File: config.mk
export PLATFORM = sky130hd
export DESIGN_NAME = hdp_stream
export DESIGN_NICKNAME = d
export VERILOG_FILES = /design/src/rtl/hdp_stream.sv
export SDC_FILE = /design/constraint.sdc
export NUM_CORES = 1
export LEC_CHECK = 0
export CORE_MARGIN = 4
export CORE_UTILIZATION = 25
export CTS_BUF_LIST = sky130_fd_sc_hd__clkbuf_8
export DETAILED_ROUTE_END_ITERATION = 10
export MAX_ROUTING_LAYER = met4
export PLACE_DENSITY = 0.51
export SLEW_MARGIN = 5
export SYNTH_ARGS = -nofsm -noshare
export SYNTH_HDL_FRONTEND = slang
export SYNTH_SLANG_ARGS = --single-unit
export TNS_END_PERCENT = 1
File: constraint.sdc
create_clock -name clk -period 3.24 [get_ports clk]
set_clock_uncertainty 0.15 [all_clocks]
set_input_delay 0.648 -clock clk [delete_from_list [all_inputs] [get_ports clk]]
set_output_delay 0.648 -clock clk [all_outputs]
set_load 0.05 [all_outputs]
File: src/rtl/hdp_stream.sv
// hdp_stream
// ----------
// Streaming homomorphic decryption stage. It accepts 20-bit ciphertexts
// {a, b} over a valid/ready handshake and recovers the 8-bit plaintext
// pixel through a three-register pipeline:
//   S1 : capture a and b
//   S2 : phase = (b - a*SECRET_KEY) mod 1024
//   S3 : output register (pixel, noise flag, frame marker)
// Ciphertexts whose noise would corrupt the pixel are flagged, flagged
// transfers are counted, and the last pixel of each frame is marked.
//
// Parameters
//   SECRET_KEY   : shared secret s; must match the encryptor's key
//   DELTA_SHIFT  : log2 of the scaling factor delta (2 -> delta = 4)
//   FRAME_PIXELS : pixels per frame, 1..65535
//
// Ports
//   clk         : rising-edge clock
//   rst         : synchronous active-high reset
//   in_valid    : ciphertext present
//   in_ready    : pipeline can accept a ciphertext this cycle
//   ciphertext  : [19:10] = a, [9:0] = b
//   out_valid   : decrypted pixel present
//   out_ready   : consumer accepts the pixel
//   pixel_byte  : recovered plaintext pixel
//   noise_flag  : phase[1] set, pixel unreliable
//   frame_done  : marks the last pixel of a frame (qualified by out_valid)
//   noise_count : saturating count of flagged pixels transferred

module hdp_stream #(
  parameter int unsigned SECRET_KEY   = 7,
  parameter int unsigned DELTA_SHIFT  = 2,
  parameter int unsigned FRAME_PIXELS = 64
) (
  input  logic        clk,
  input  logic        rst,
  input  logic        in_valid,
  output logic        in_ready,
  input  logic [19:0] ciphertext,
  output logic        out_valid,
  input  logic        out_ready,
  output logic [7:0]  pixel_byte,
  output logic        noise_flag,
  output logic        frame_done,
  output logic [15:0] noise_count
);

  localparam logic [9:0]  KEY        = 10'(SECRET_KEY);
  localparam logic [15:0] LAST_PIXEL = 16'(FRAME_PIXELS - 1);

  logic        s1_valid;
  logic [9:0]  s1_a;
  logic [9:0]  s1_b;
  logic        s2_valid;
  logic [9:1]  s2_phase;

  logic        ready1;
  logic        ready2;
  logic        ready3;
  logic        transfer;

  logic [9:0]  prod;
  logic [9:1]  phase_next;
  logic [15:0] pixel_count;
  logic [15:0] pixel_count_next;

  // Each stage may load when it is empty or its occupant moves on this cycle.
  assign ready3   = !out_valid || out_ready;
  assign ready2   = !s2_valid || ready3;
  assign ready1   = !s1_valid || ready2;
  assign in_ready = ready1;
  assign transfer = out_valid && out_ready;

  // Only the low 10 bits of a*s survive the mod-1024 reduction, and those
  // are exact when the multiply is evaluated in a 10-bit context.
  assign prod = s1_a * KEY;

  // Phase bit 0 is always discarded, so only bits [9:1] are formed: the
  // difference of the upper bits minus the borrow out of bit 0.
  assign phase_next = s1_b[9:1] - prod[9:1] - {8'd0, ~s1_b[0] & prod[0]};

  // Counter value after this cycle's transfer. A pixel entering S3 either
  // finds S3 empty or displaces the pixel transferring right now, so this is
  // exactly the frame position of the incoming pixel.
  always_comb begin
    pixel_count_next = pixel_count;
    if (transfer) begin
      if (pixel_count == LAST_PIXEL)
        pixel_count_next = 16'd0;
      else
        pixel_count_next = pixel_count + 16'd1;
    end
  end

  always_ff @(posedge clk) begin
    if (rst) begin
      s1_valid <= 1'b0;
      s1_a     <= '0;
      s1_b     <= '0;
    end else if (ready1) begin
      s1_valid <= in_valid;
      if (in_valid) begin
        s1_a <= ciphertext[19:10];
        s1_b <= ciphertext[9:0];
      end
    end
  end

  always_ff @(posedge clk) begin
    if (rst) begin
      s2_valid <= 1'b0;
      s2_phase <= '0;
    end else if (ready2) begin
      s2_valid <= s1_valid;
      if (s1_valid)
        s2_phase <= phase_next;
    end
  end

  // Output register only reloads when ready3, which keeps data stable
  // while the consumer stalls.
  always_ff @(posedge clk) begin
    if (rst) begin
      out_valid  <= 1'b0;
      pixel_byte <= '0;
      noise_flag <= 1'b0;
      frame_done <= 1'b0;
    end else if (ready3) begin
      out_valid <= s2_valid;
      if (s2_valid) begin
        pixel_byte <= s2_phase[DELTA_SHIFT +: 8];
        noise_flag <= s2_phase[DELTA_SHIFT - 1];
        frame_done <= (pixel_count_next == LAST_PIXEL);
      end
    end
  end

  always_ff @(posedge clk) begin
    if (rst) begin
      pixel_count <= '0;
      noise_count <= '0;
    end else begin
      pixel_count <= pixel_count_next;
      if (transfer && noise_flag && (noise_count != 16'hFFFF))
        noise_count <= noise_count + 16'd1;
    end
  end

endmodule

==> flow_summary_export.csv, run 1 <==
group,metric,value,unit
sta,hold_viol_final,0,
grt,antenna_found_initial,0,
drt,drt_iter0_drc,160,
worst_hold_path,hold_path.class,"reg2reg",
floorplanning,top_level_ports,52,
yosys,synth_area,4090,sq um
layout,antenna_cells,0,
floorplanning,die_w,136,microns
clock_network,post_cts_buffers,0,
clock_network,cts_buffers,9,
yosys,yosysTopAreaCell,"dfxtp_1",
grt,grt_first_pass_wirelength,16200,microns
clock_network,cts_root_buffer,"clkbuf_8",
placed_design,routabilityCongestion,0.790,
sta,setup_slack,-0.363,ns
clock_network,ctsLongestPathBuffers,2,
floorplanning,die_y,136,microns
setup_path,critPathArrivalTime,3.70,ns
yosys,synth_area_leaders,"dfxtp_1, ha_1, nor2_1",
pwr,power.density,435,nW/um^2
drt,wl_per_cell,11.8,microns
grt,grt_max_degree,33,
setup_path,critPathRequiredTime,3.33,ns
setup_path,path_class,"reg2reg",
sta,min_period_over_period,111,%
sta,rsz0062_at_grt,"yes",
floorplanning,rows,46,
setup_path,ff2ff_path_depth,17,
yosys,synth_seq_cells,74,
drt,wl,9160,microns
layout,area_growth_syn_to_layout,29.0,%
placed_design,portBuffers,51,
pwr,vdd_ir_drop_max,153,uV
sta,clock.fmax,278,MHz
setup_path,cp_max_fo,4,
drt,via_count,3358,
sta,period_needed,3.60,ns
yosys,synthCells,476,
clock_network,clk_latency,0.36,ns
yosys,ys_warn_count,0,
layout,drive_gt1_share,13.1,%
layout,n_fill_cell,1695,
placed_design,placed_area,5040,sq um
yosys,ys_async_sr_fraction,0,%
setup_path,startpoint_type,"flop",
flow_run,maxCapViolCount,0,
setup_path,reg2reg_to,"s2_phase[9]",
sta,max-slew-margin-rel,59.8,%
drt,via_per_inst,4.34,
setup_path,cp-end-kind,"flop",
pwr,total_power,0.00229,W
sta,tightest_slew,0.603,ns
sta,holdWs,0.309,ns
yosys,synth-edff-count,0,
yosys,synth_fp_nets,534,
floorplanning,die-area,18500,sq um
setup_path,crit_end,"s2_phase[9]",
yosys,synth_top_cell_area_share,36.3,%
setup_path,cp_num_cells,17,
floorplanning,initial_core_util,25.6,%
drt,drcViolationCount,0,
drt,drtPass1Iterations,4,
clock_network,hold_buffers,0,
clock_network,clkTransAtPathRegs,0.08,ns
sta,setup_viol,3,
setup_path,critPathTopFamily,"adder cells",
clock_network,cts_tree,"built",
pwr,p_leak,2.09,nW
setup_path,timing.rr.start,"s1_a[1]",
clock_network,cts.sinks,74,
status,outcome,"finished with violations",
status,violations,"setup timing",
drt,final_antenna_net_count,0,
clock_network,htreeDepth,3,
setup_path,crit_slowest_cell,"fa_1",
yosys,syn_avg_cell_area,8.58,sq um
setup_path,regToRegSetupSlack,-0.36,ns
yosys,yosysMostFrequentCell,"dfxtp_1",
yosys,synthTopCellsByCount,"dfxtp_1, nor2_1, nand2_1",
setup_path,crit_chain,"fa_1 > ha_2 > inv_1 > fa_2 > nor2b_1 > o21ai_1 > a21boi_1 > o21a_1 > nor2_1 > xnor2_1 > ha_1 > inv_2 > ha_4 > nand2_1 > o41ai_2 > xnor2_1 > o211ai_1",
setup_path,max_stage_delay,0.54,ns
yosys,ys.flop_type,"dfxtp_1",
grt,overflow,0,
placed_design,dp_hpwl,7030,microns
yosys,ys_types,53,
setup_path,crit_top_cell,"xnor2_1",
floorplanning,coreArea,15900,sq um
setup_path,worst-path-buf-inv,2,
sta,finalMaxSlewViolations,0,
setup_path,crit_path_start,"s1_a[1]",
grt,grt_pass1_vias,3514,
yosys,ys_seq_area_share,36.3,%
layout,fin_nets,611,
layout,final_area,5270,sq um
grt,track_usage,11.0,%
[where the power goes]
group	switching (W)	total, W	internal (W)
Sequential	0.0000282	0.000977	0.000949
Combinational	0.000319	0.000656	0.000337
Clock	0.000361	0.000660	0.000298
Total	0.000709	0.00229	0.00158
[layout make-up]
cell class / count / area [sq um] / share of cell area (%)
Multi-Input combinational cell: 354 / 2480 / 47.1
Sequential cell: 74 / 1480 / 28.1
Inverter: 32 / 120 / 2.28
Clock inverter: 6 / 42.5 / 0.807
Tap cell: 216 / 270 / 5.13
Clock buffer: 10 / 138 / 2.61
Timing Repair Buffer: 82 / 736 / 14.0
[cells in the final DEF (no fill, tap or decap), drive strengths merged, types with 3 or more instances in the layout]
| cell | instances |
|---|---|
| nor2b | 5 |
| clkinv | 4 |
| dfxtp | 74 |
| xor2 | 20 |
| nand2 | 63 |
| and4 | 4 |
| a21oi | 37 |
| clkdlybuf4s50 | 49 |
| nand4 | 11 |
| nand3 | 16 |
| buf | 33 |
| inv | 32 |
| a2111oi | 4 |
| nor3 | 6 |
| ha | 24 |
| fa | 10 |
| clkbuf | 10 |
| o21a | 3 |
| and3 | 7 |
| nor2 | 67 |
| xnor2 | 24 |
| mux2i | 11 |
| o21ai | 6 |
| nand2b | 4 |
| nor4 | 4 |
[stage by stage]
stage | setup slack [ns] | instances | setup TNS, ns | utilization, %
after global routing | -0.639 | 774 | -2.04 | 33.1
after floorplan | -0.183 | 476 | -0.497 | -
after CTS | -0.368 | 774 | -0.982 | 33.0
final | -0.363 | 774 | -0.995 | 33.1
after global placement | -0.315 | 758 | -0.938 | 31.6
after detailed placement | -0.443 | 758 | -1.38 | 31.6
[cells by family (layout without fill, tap and decap cells)]
group	count (synthesis)	count (layout)	share of synthesized area, %
and+or+nand+nor	200	200	24.3
adders and majority gates	34	34	12.2
buffers and inverters	48	130	4.56
xor gates and xnor gates	44	44	9.43
DFF	74	74	36.3
muxes	11	11	2.69
AOI/OAI and AO/OA	65	65	10.5
[worst min path at each step]
stage,start,to,cells after the start
3_5_place_dp,s2_phase[2],s2_phase[2],2
2_1_floorplan,s2_phase[2],s2_phase[2],2
5_1_grt,s1_b[3],s1_b[3],2
4_1_cts,s2_phase[2],s2_phase[2],2
3_3_place_gp,s1_b[1],s1_b[1],2
6_report,s1_b[4],s1_b[4],2
[state kept, by name, indices dropped and copies added (netlist names)]
name / count
pixel_byte: 8
s2_phase: 9
frame_done: 1
noise_count: 16
s1_a: 10
s1_valid: 1
s2_valid: 1
s1_b: 10
pixel_count: 16
out_valid: 1
noise_flag: 1
[routing by layer]
metal,GRT usage (%),vias up,wire [microns]
li1,-,1761,-
met3,1.92,15,232
met1,14.0,1534,4620
met5,-,-,0
met4,5.21,0,203
met2,17.1,48,4100
[tightest hold or removal path: stages (launching register included)]
cell and delay [ns]:
dfxtp_1 0.31, nand2_1 0.05, a21oi_1 0.05
[timing repair]
| action | in CTS | in global routing |
|---|---|---|
| pin swaps | 1 | 2 |
| resized for setup | 5 | 4 |
| setup endpoints to repair | 5 | 6 |
| cloned | 0 | 0 |
Note: power is estimated with default switching activity, not from simulation.
==> run 2: changes to the inputs <==
Settings changed: HOLD_SLACK_MARGIN set to 0.1.
==> results of run 2 <==
No change in the layout: final DEF, timing and power equal those of run 1.
==> run 3: changes to the inputs <==
--- a/config.mk
+++ b/config.mk
@@ -7,2 +7,3 @@
 export LEC_CHECK = 0
+export ABC_CLOCK_PERIOD_IN_PS = 4400
 export CORE_MARGIN = 4
@@ -13,3 +14,3 @@
 export MAX_ROUTING_LAYER = met4
-export PLACE_DENSITY = 0.51
+export PLACE_DENSITY = 0.49
 export SLEW_MARGIN = 5
==> constraint.sdc (replaced) <==
create_clock -name clk -period 4.4 [get_ports clk]
set_clock_uncertainty 0.15 [all_clocks]
set_input_delay 0.88 -clock clk [delete_from_list [all_inputs] [get_ports clk]]
set_output_delay 0.88 -clock clk [all_outputs]
set_load 0.1 [all_outputs]
==> flow_summary_export.csv, run 3 (same netlist as run 1, synthesis figures left out) <==
group,metric,value,unit
layout,drive_gt1_share,6.04,%
sta,min_period_over_period,90.0,%
clock_network,ctsLongestPathBuffers,2,
sta,hold_viol_final,0,
drt,drt_iter0_drc,124,
setup_path,regToRegSetupSlack,0.44,ns
setup_path,reg2reg_to,"s2_phase[9]",
sta,setup_viol,0,
pwr,vdd_ir_drop_max,112,uV
worst_hold_path,min-delay-start,"s1_b[6]",
grt,grt_max_degree,40,
sta,max-slew-margin-rel,27.7,%
sta,tns,0,ns
layout,final_common_cell,"dfxtp_1",
layout,fin_nets,583,
sta,period_needed,3.96,ns
setup_path,crit_slowest_cell,"a2111oi_0",
layout,final_cells,746,
setup_path,timing.rr.start,"s1_a[1]",
clock_network,hold_buffers,0,
setup_path,critPathRequiredTime,4.48,ns
setup_path,startpoint_type,"flop",
layout,mostFrequentLayoutCells,"dfxtp_1, nor2_1, nand2_1",
drt,wl_per_cell,12.1,microns
status,outcome,"completed",
placed_design,routabilityCongestion,0.822,
drt,via_count,3276,
placed_design,portBuffers,51,
layout,antenna_cells,0,
drt,drcViolationCount,0,
grt,overflow,0,
clock_network,htreeDepth,3,
setup_path,crit_chain,"fa_1 > ha_1 > inv_1 > fa_1 > nor2b_1 > o21ai_0 > a21boi_1 > nor2_1 > ha_1 > inv_1 > ha_1 > a2111oi_0 > o41ai_1 > xnor2_1 > nand2_1 > o211ai_1",
floorplanning,die_w,136,microns
placed_design,dp_cells,730,
floorplanning,initial_core_util,25.6,%
worst_hold_path,holdPathStages,2,
pwr,p_leak,1.98,nW
flow_run,maxCapViolCount,0,
drt,drtPass1Iterations,4,
setup_path,cp_max_fo,4,
clock_network,post_cts_buffers,0,
worst_hold_path,hold_end,"s1_b[6]",
setup_path,worst-path-buf-inv,2,
clock_network,cts_buffers,9,
sta,clock.fmax,252,MHz
grt,antenna_found_initial,0,
setup_path,critPathArrivalTime,4.04,ns
setup_path,max_stage_delay,0.59,ns
clock_network,clkTransAtPathRegs,0.08,ns
pwr,p_int,0.00122,W
setup_path,path_class,"reg2reg",
floorplanning,top_level_ports,52,
clock_network,cts_root_buffer,"clkbuf_8",
floorplanning,rows,46,
clock_network,clk_latency,0.35,ns
drt,final_antenna_net_count,0,
layout,area_growth_syn_to_layout,23.5,%
drt,via_per_inst,4.39,
grt,grt_pass1_vias,3219,
clock_network,cts_tree,"built",
pwr,clkPwrFrac,35.6,%
pwr,pwr-share-comb,22.0,%
sta,rsz0062_at_grt,"no",
clock_network,ctsResizeCount,0,
pwr,net-switching-power,0.000489,W
sta,finalMaxSlewViolations,0,
drt,wl,9020,microns
pwr,swShare,28.7,%
floorplanning,coreArea,15900,sq um
pwr,seqPwrFrac,42.4,%
setup_path,critPathTopFamily,"adder cells",
clock_network,cts.sinks,74,
setup_path,crit_top_cell,"ha_1",
pwr,power.density,338,nW/um^2
layout,n_fill_cell,1707,
grt,grt_first_pass_wirelength,15400,microns
floorplanning,die-area,18500,sq um
setup_path,ff2ff_path_depth,16,
placed_design,dp_hpwl,6810,microns
setup_path,cp-end-kind,"flop",
sta,tightest_slew,1.07,ns
layout,largestRegisters,"noise_count: 16 flops, pixel_count: 16 flops",
floorplanning,die_y,136,microns
worst_hold_path,hold_path.class,"reg2reg",
setup_path,cp_num_cells,16,
grt,track_usage,10.5,%
-- run 3: per-layer routing --
metal	part of all wire, %	GRT usage (%)	up-vias
met5	0	-	-
met4	1.6	3.86	0
met3	3.2	2.18	10
met2	43	15.2	53
met1	53	14.5	1508
li1	-	-	1705
-- run 3: how the worst max path moves through the flow --
stage,startpoint,end,slack [ns]
2_1_floorplan,s1_a[1],s2_phase[9],0.82
3_3_place_gp,s1_a[1],s2_phase[9],0.60
3_5_place_dp,s1_a[1],s2_phase[9],0.48
4_1_cts,s1_a[1],s2_phase[9],0.48
5_1_grt,s1_a[1],s2_phase[9],0.02
6_report,s1_a[1],s2_phase[9],0.44
-- run 3: stage by stage --
step	util [%]	area, sq um	hold WS [ns]	total power, W	setup WS [ns]
after floorplan	-	4090	0.286	0.00103	0.816
after global placement	30.2	4820	0.298	0.00112	0.595
after detailed placement	30.2	4820	0.301	0.00112	0.476
after CTS	31.6	5040	0.312	0.00174	0.475
after global routing	31.6	5040	0.333	0.00182	0.0175
final	31.6	5040	0.310	0.00171	0.438
-- run 3: final cells by class --
cell class / count / area (sq um) / share of cell area [%]
Multi-Input combinational cell: 354 / 2420 / 47.9
Inverter: 32 / 120 / 2.38
Tap cell: 216 / 270 / 5.36
Timing Repair Buffer: 54 / 526 / 10.4
Sequential cell: 74 / 1480 / 29.4
Clock buffer: 11 / 151 / 3.00
Clock inverter: 5 / 77.6 / 1.54
-- run 3: power by group through the flow --
stage / logic, W / clock network, W / registers (W)
after global placement: 0.000377 / 0 / 0.000738
final: 0.000375 / 0.000607 / 0.000723
after floorplan: 0.000275 / 0 / 0.000750
after global routing: 0.000435 / 0.000652 / 0.000728
after detailed placement: 0.000379 / 0 / 0.000739
after CTS: 0.000382 / 0.000633 / 0.000723
-- run 3: worst reg2reg max path, cell delays in order, from the launching register on --
cell	delay [ns]
dfxtp_1	0.37
fa_1	0.56
ha_1	0.16
inv_1	0.05
fa_1	0.39
nor2b_1	0.13
o21ai_0	0.10
a21boi_1	0.19
nor2_1	0.07
ha_1	0.27
inv_1	0.04
ha_1	0.22
a2111oi_0	0.59
o41ai_1	0.22
xnor2_1	0.17
nand2_1	0.07
o211ai_1	0.08
==> RTL edit, RTL diff (settings of run 1) <==
Make the reset (`rst`) asynchronous in 4 clocked blocks. Comments in the files are not updated.
--- a/src/rtl/hdp_stream.sv
+++ b/src/rtl/hdp_stream.sv
@@ -93,5 +93,5 @@
   end
 
-  always_ff @(posedge clk) begin
+  always_ff @(posedge clk or posedge rst) begin
     if (rst) begin
       s1_valid <= 1'b0;
@@ -107,5 +107,5 @@
   end
 
-  always_ff @(posedge clk) begin
+  always_ff @(posedge clk or posedge rst) begin
     if (rst) begin
       s2_valid <= 1'b0;
@@ -120,5 +120,5 @@
   // Output register only reloads when ready3, which keeps data stable
   // while the consumer stalls.
-  always_ff @(posedge clk) begin
+  always_ff @(posedge clk or posedge rst) begin
     if (rst) begin
       out_valid  <= 1'b0;
@@ -136,5 +136,5 @@
   end
 
-  always_ff @(posedge clk) begin
+  always_ff @(posedge clk or posedge rst) begin
     if (rst) begin
       pixel_count <= '0;
Behaviour: differs if rst is asserted again (counterexample within 4 cycles, from zero or initial values and one cycle with rst high); with rst held inactive, the same outputs for 4 cycles.
==> RTL edit against run 1 <==
The flow still finishes with violations (setup timing); synthesized area up 1.9%; utilization grew 0.55 points; cell area up 2.8%; worst setup slack got worse by 0.10 ns; sequential share of layout area rose by 6.1 points; sequential cell count stayed put; fmax decreased by 2.8%; non-clock buffer count is the same; routed wire length decreased by 6.8%; largest cell class unchanged.
Power is not compared: it rests on default switching activity, and its combinational part moved more than twofold at a synthesized area within 25%.
==> RTL edit: results (changes against run 1) <==
outcome: finished with violations
violated checks: setup timing
Yosys cell types: 44 (-17%)
synth top area cells: dfrtp_1 (44%), mux2_2 (8.7%), ha_1 (7.2%), xnor2_1 (6.7%), fa_1 (4.8%)
I/O Buffers: 51 (unchanged)
number of global-route vias before repair: 3151 (-10%)
CP Class: reg2reg
Setup-failing EPs final: 3 (unchanged)
Hold Crit Start: s2_phase[1]$_DFFE_PP0P_
Avg WL per Cell: 12.4 um (+4.5%)
asr flop ratio synth: 100% (+100 points)
placed inst area: 5200 um2 (+3.1%)
pre-CTS WS: -0.520 ns (-0.0771 ns)
pin count of the biggest net entering global routing: 75 (+130%)
later-pin clock latency in the skew report: 0.36 ns (about the same)
Final WS setup: -0.465 ns (-0.103 ns)
FF-to-FF setup slack: -0.47 ns (-0.10 ns)
sequential fraction of the synthesis area: 44.5% (+8.2 points)
cts hold-fix bufs: 0 (unchanged)
nets: 529 (-13%)
worst slew pin tran: 0.571 ns (-0.0320 ns)
Iteration-0 DRC Markers: 123 (-23%)
Synth top cells by count: dfrtp_1 (74), nand2_1 (37), mux2_2 (32), xnor2_1 (32), inv_1 (29)
gr usage total: 10.1% (-0.92 points)
Clk pin slew, worst setup/hold paths: 0.08 ns (about the same)
dominant synthesized flop cell: dfrtp_1
fill count: 1651 (-2.6%)
post-route setup TNS: -1.11 ns (-0.118 ns)
reg-to-reg startpoint: s1_a[2]$_DFFE_PP0P_
Worst VDD drop: 0.391 mV
hpwl dp: 6500 um (-7.4%)
Final GP Congestion: 0.819 (+3.6%)
layout cell share with drive strength beyond 1: 20.6% (+7.5 points)
syn_nets: 444 (-17%)
CP arrival: 3.77 ns (+0.07 ns)
first-pass GRT wire length: 14800 um (-8.6%)
total CTS buffers: 9 (unchanged)
vias per cell: 4.32 (-0.50%)
Post-CTS Setup Inserts: 0 (unchanged)
RTL edit: cells by family (layout without fill, tap and decap cells):
logic type	Yosys count	in the layout	synth area share, %
buffers and inverters	37	126	3.55
adder cells (fa/ha/maj)	34	34	12.0
AND/OR/NAND/NOR	123	123	15.1
XOR/XNOR	45	45	9.47
flip-flops	74	74	44.5
multiplexers	33	33	8.90
AO/OA/AOI/OAI	40	40	6.43
RTL edit: through the flow:
step           power [mW]  hold slack, ns  utilization, %  instances
4_1_cts              5.22           0.339            33.5        691
5_1_grt              5.65           0.370            33.6        691
3_3_place_gp         4.33           0.307            32.3        676
6_report             5.16           0.328            33.6        691
2_1_floorplan        3.44           0.295               -        386
3_5_place_dp         4.40           0.316            32.3        676
RTL edit: power breakdown:
part / internal, mW / switching [mW] / total (mW)
Combinational: 1.57 / 1.53 / 3.10
Sequential: 1.15 / 0.191 / 1.34
Clock: 0.371 / 0.347 / 0.719
Total: 3.09 / 2.07 / 5.16
RTL edit: repair_timing:
action | 4_1_cts | 5_1_grt
gates resized for setup | 6 | 5
pin swaps | 1 | 0
endpoints found under the setup margin | 4 | 6
gates cloned | 0 | 0
RTL edit: area by class of cell:
class	count	area share (%)
clock buffer	10	2.54
clock inverter	5	1.02
inverter	29	2.01
multi-input combinational	275	41.1
sequential	74	34.2
tap	216	4.99
timing repair buffer	82	14.1
RTL edit: worst paths after layout:
| path | endpoint | depth (start not counted) |
|---|---|---|
| setup / recovery | s2_phase[9]$_DFFE_PP0P_ | 18 |
| hold / removal | s2_phase[1]$_DFFE_PP0P_ | 2 |
| setup reg to reg | s2_phase[9]$_DFFE_PP0P_ | 18 |
| hold reg to reg | s2_phase[1]$_DFFE_PP0P_ | 2 |
| max in group asynchronous | s1_a[2]$_DFFE_PP0P_ | 3 |
| min in group asynchronous | pixel_count[8]$_DFF_PP0_ | 3 |
RTL edit: layer usage:
metal	global-route usage [%]	vias up	part of all wire, %	wire length [um]
met5	-	-	0	0
met1	12.0	1446	46	3890
li1	-	1484	-	-
met2	16.8	46	49	4160
met3	3.20	7	4.6	391
met4	2.49	0	1.1	95
RTL edit: critical path: stages (launching register included):
cell and delay, ns:
dfrtp_2 0.44, fa_1 0.52, ha_2 0.18, inv_2 0.04, fa_2 0.34, nor2b_1 0.12
o21ai_1 0.08, a21boi_1 0.18, o21a_1 0.14, nor2_1 0.05, xnor2_1 0.12, ha_1 0.29
inv_2 0.05, ha_4 0.27, nand2_2 0.05, o31ai_2 0.19, xnor2_1 0.16, xnor2_1 0.14
o21ai_1 0.07
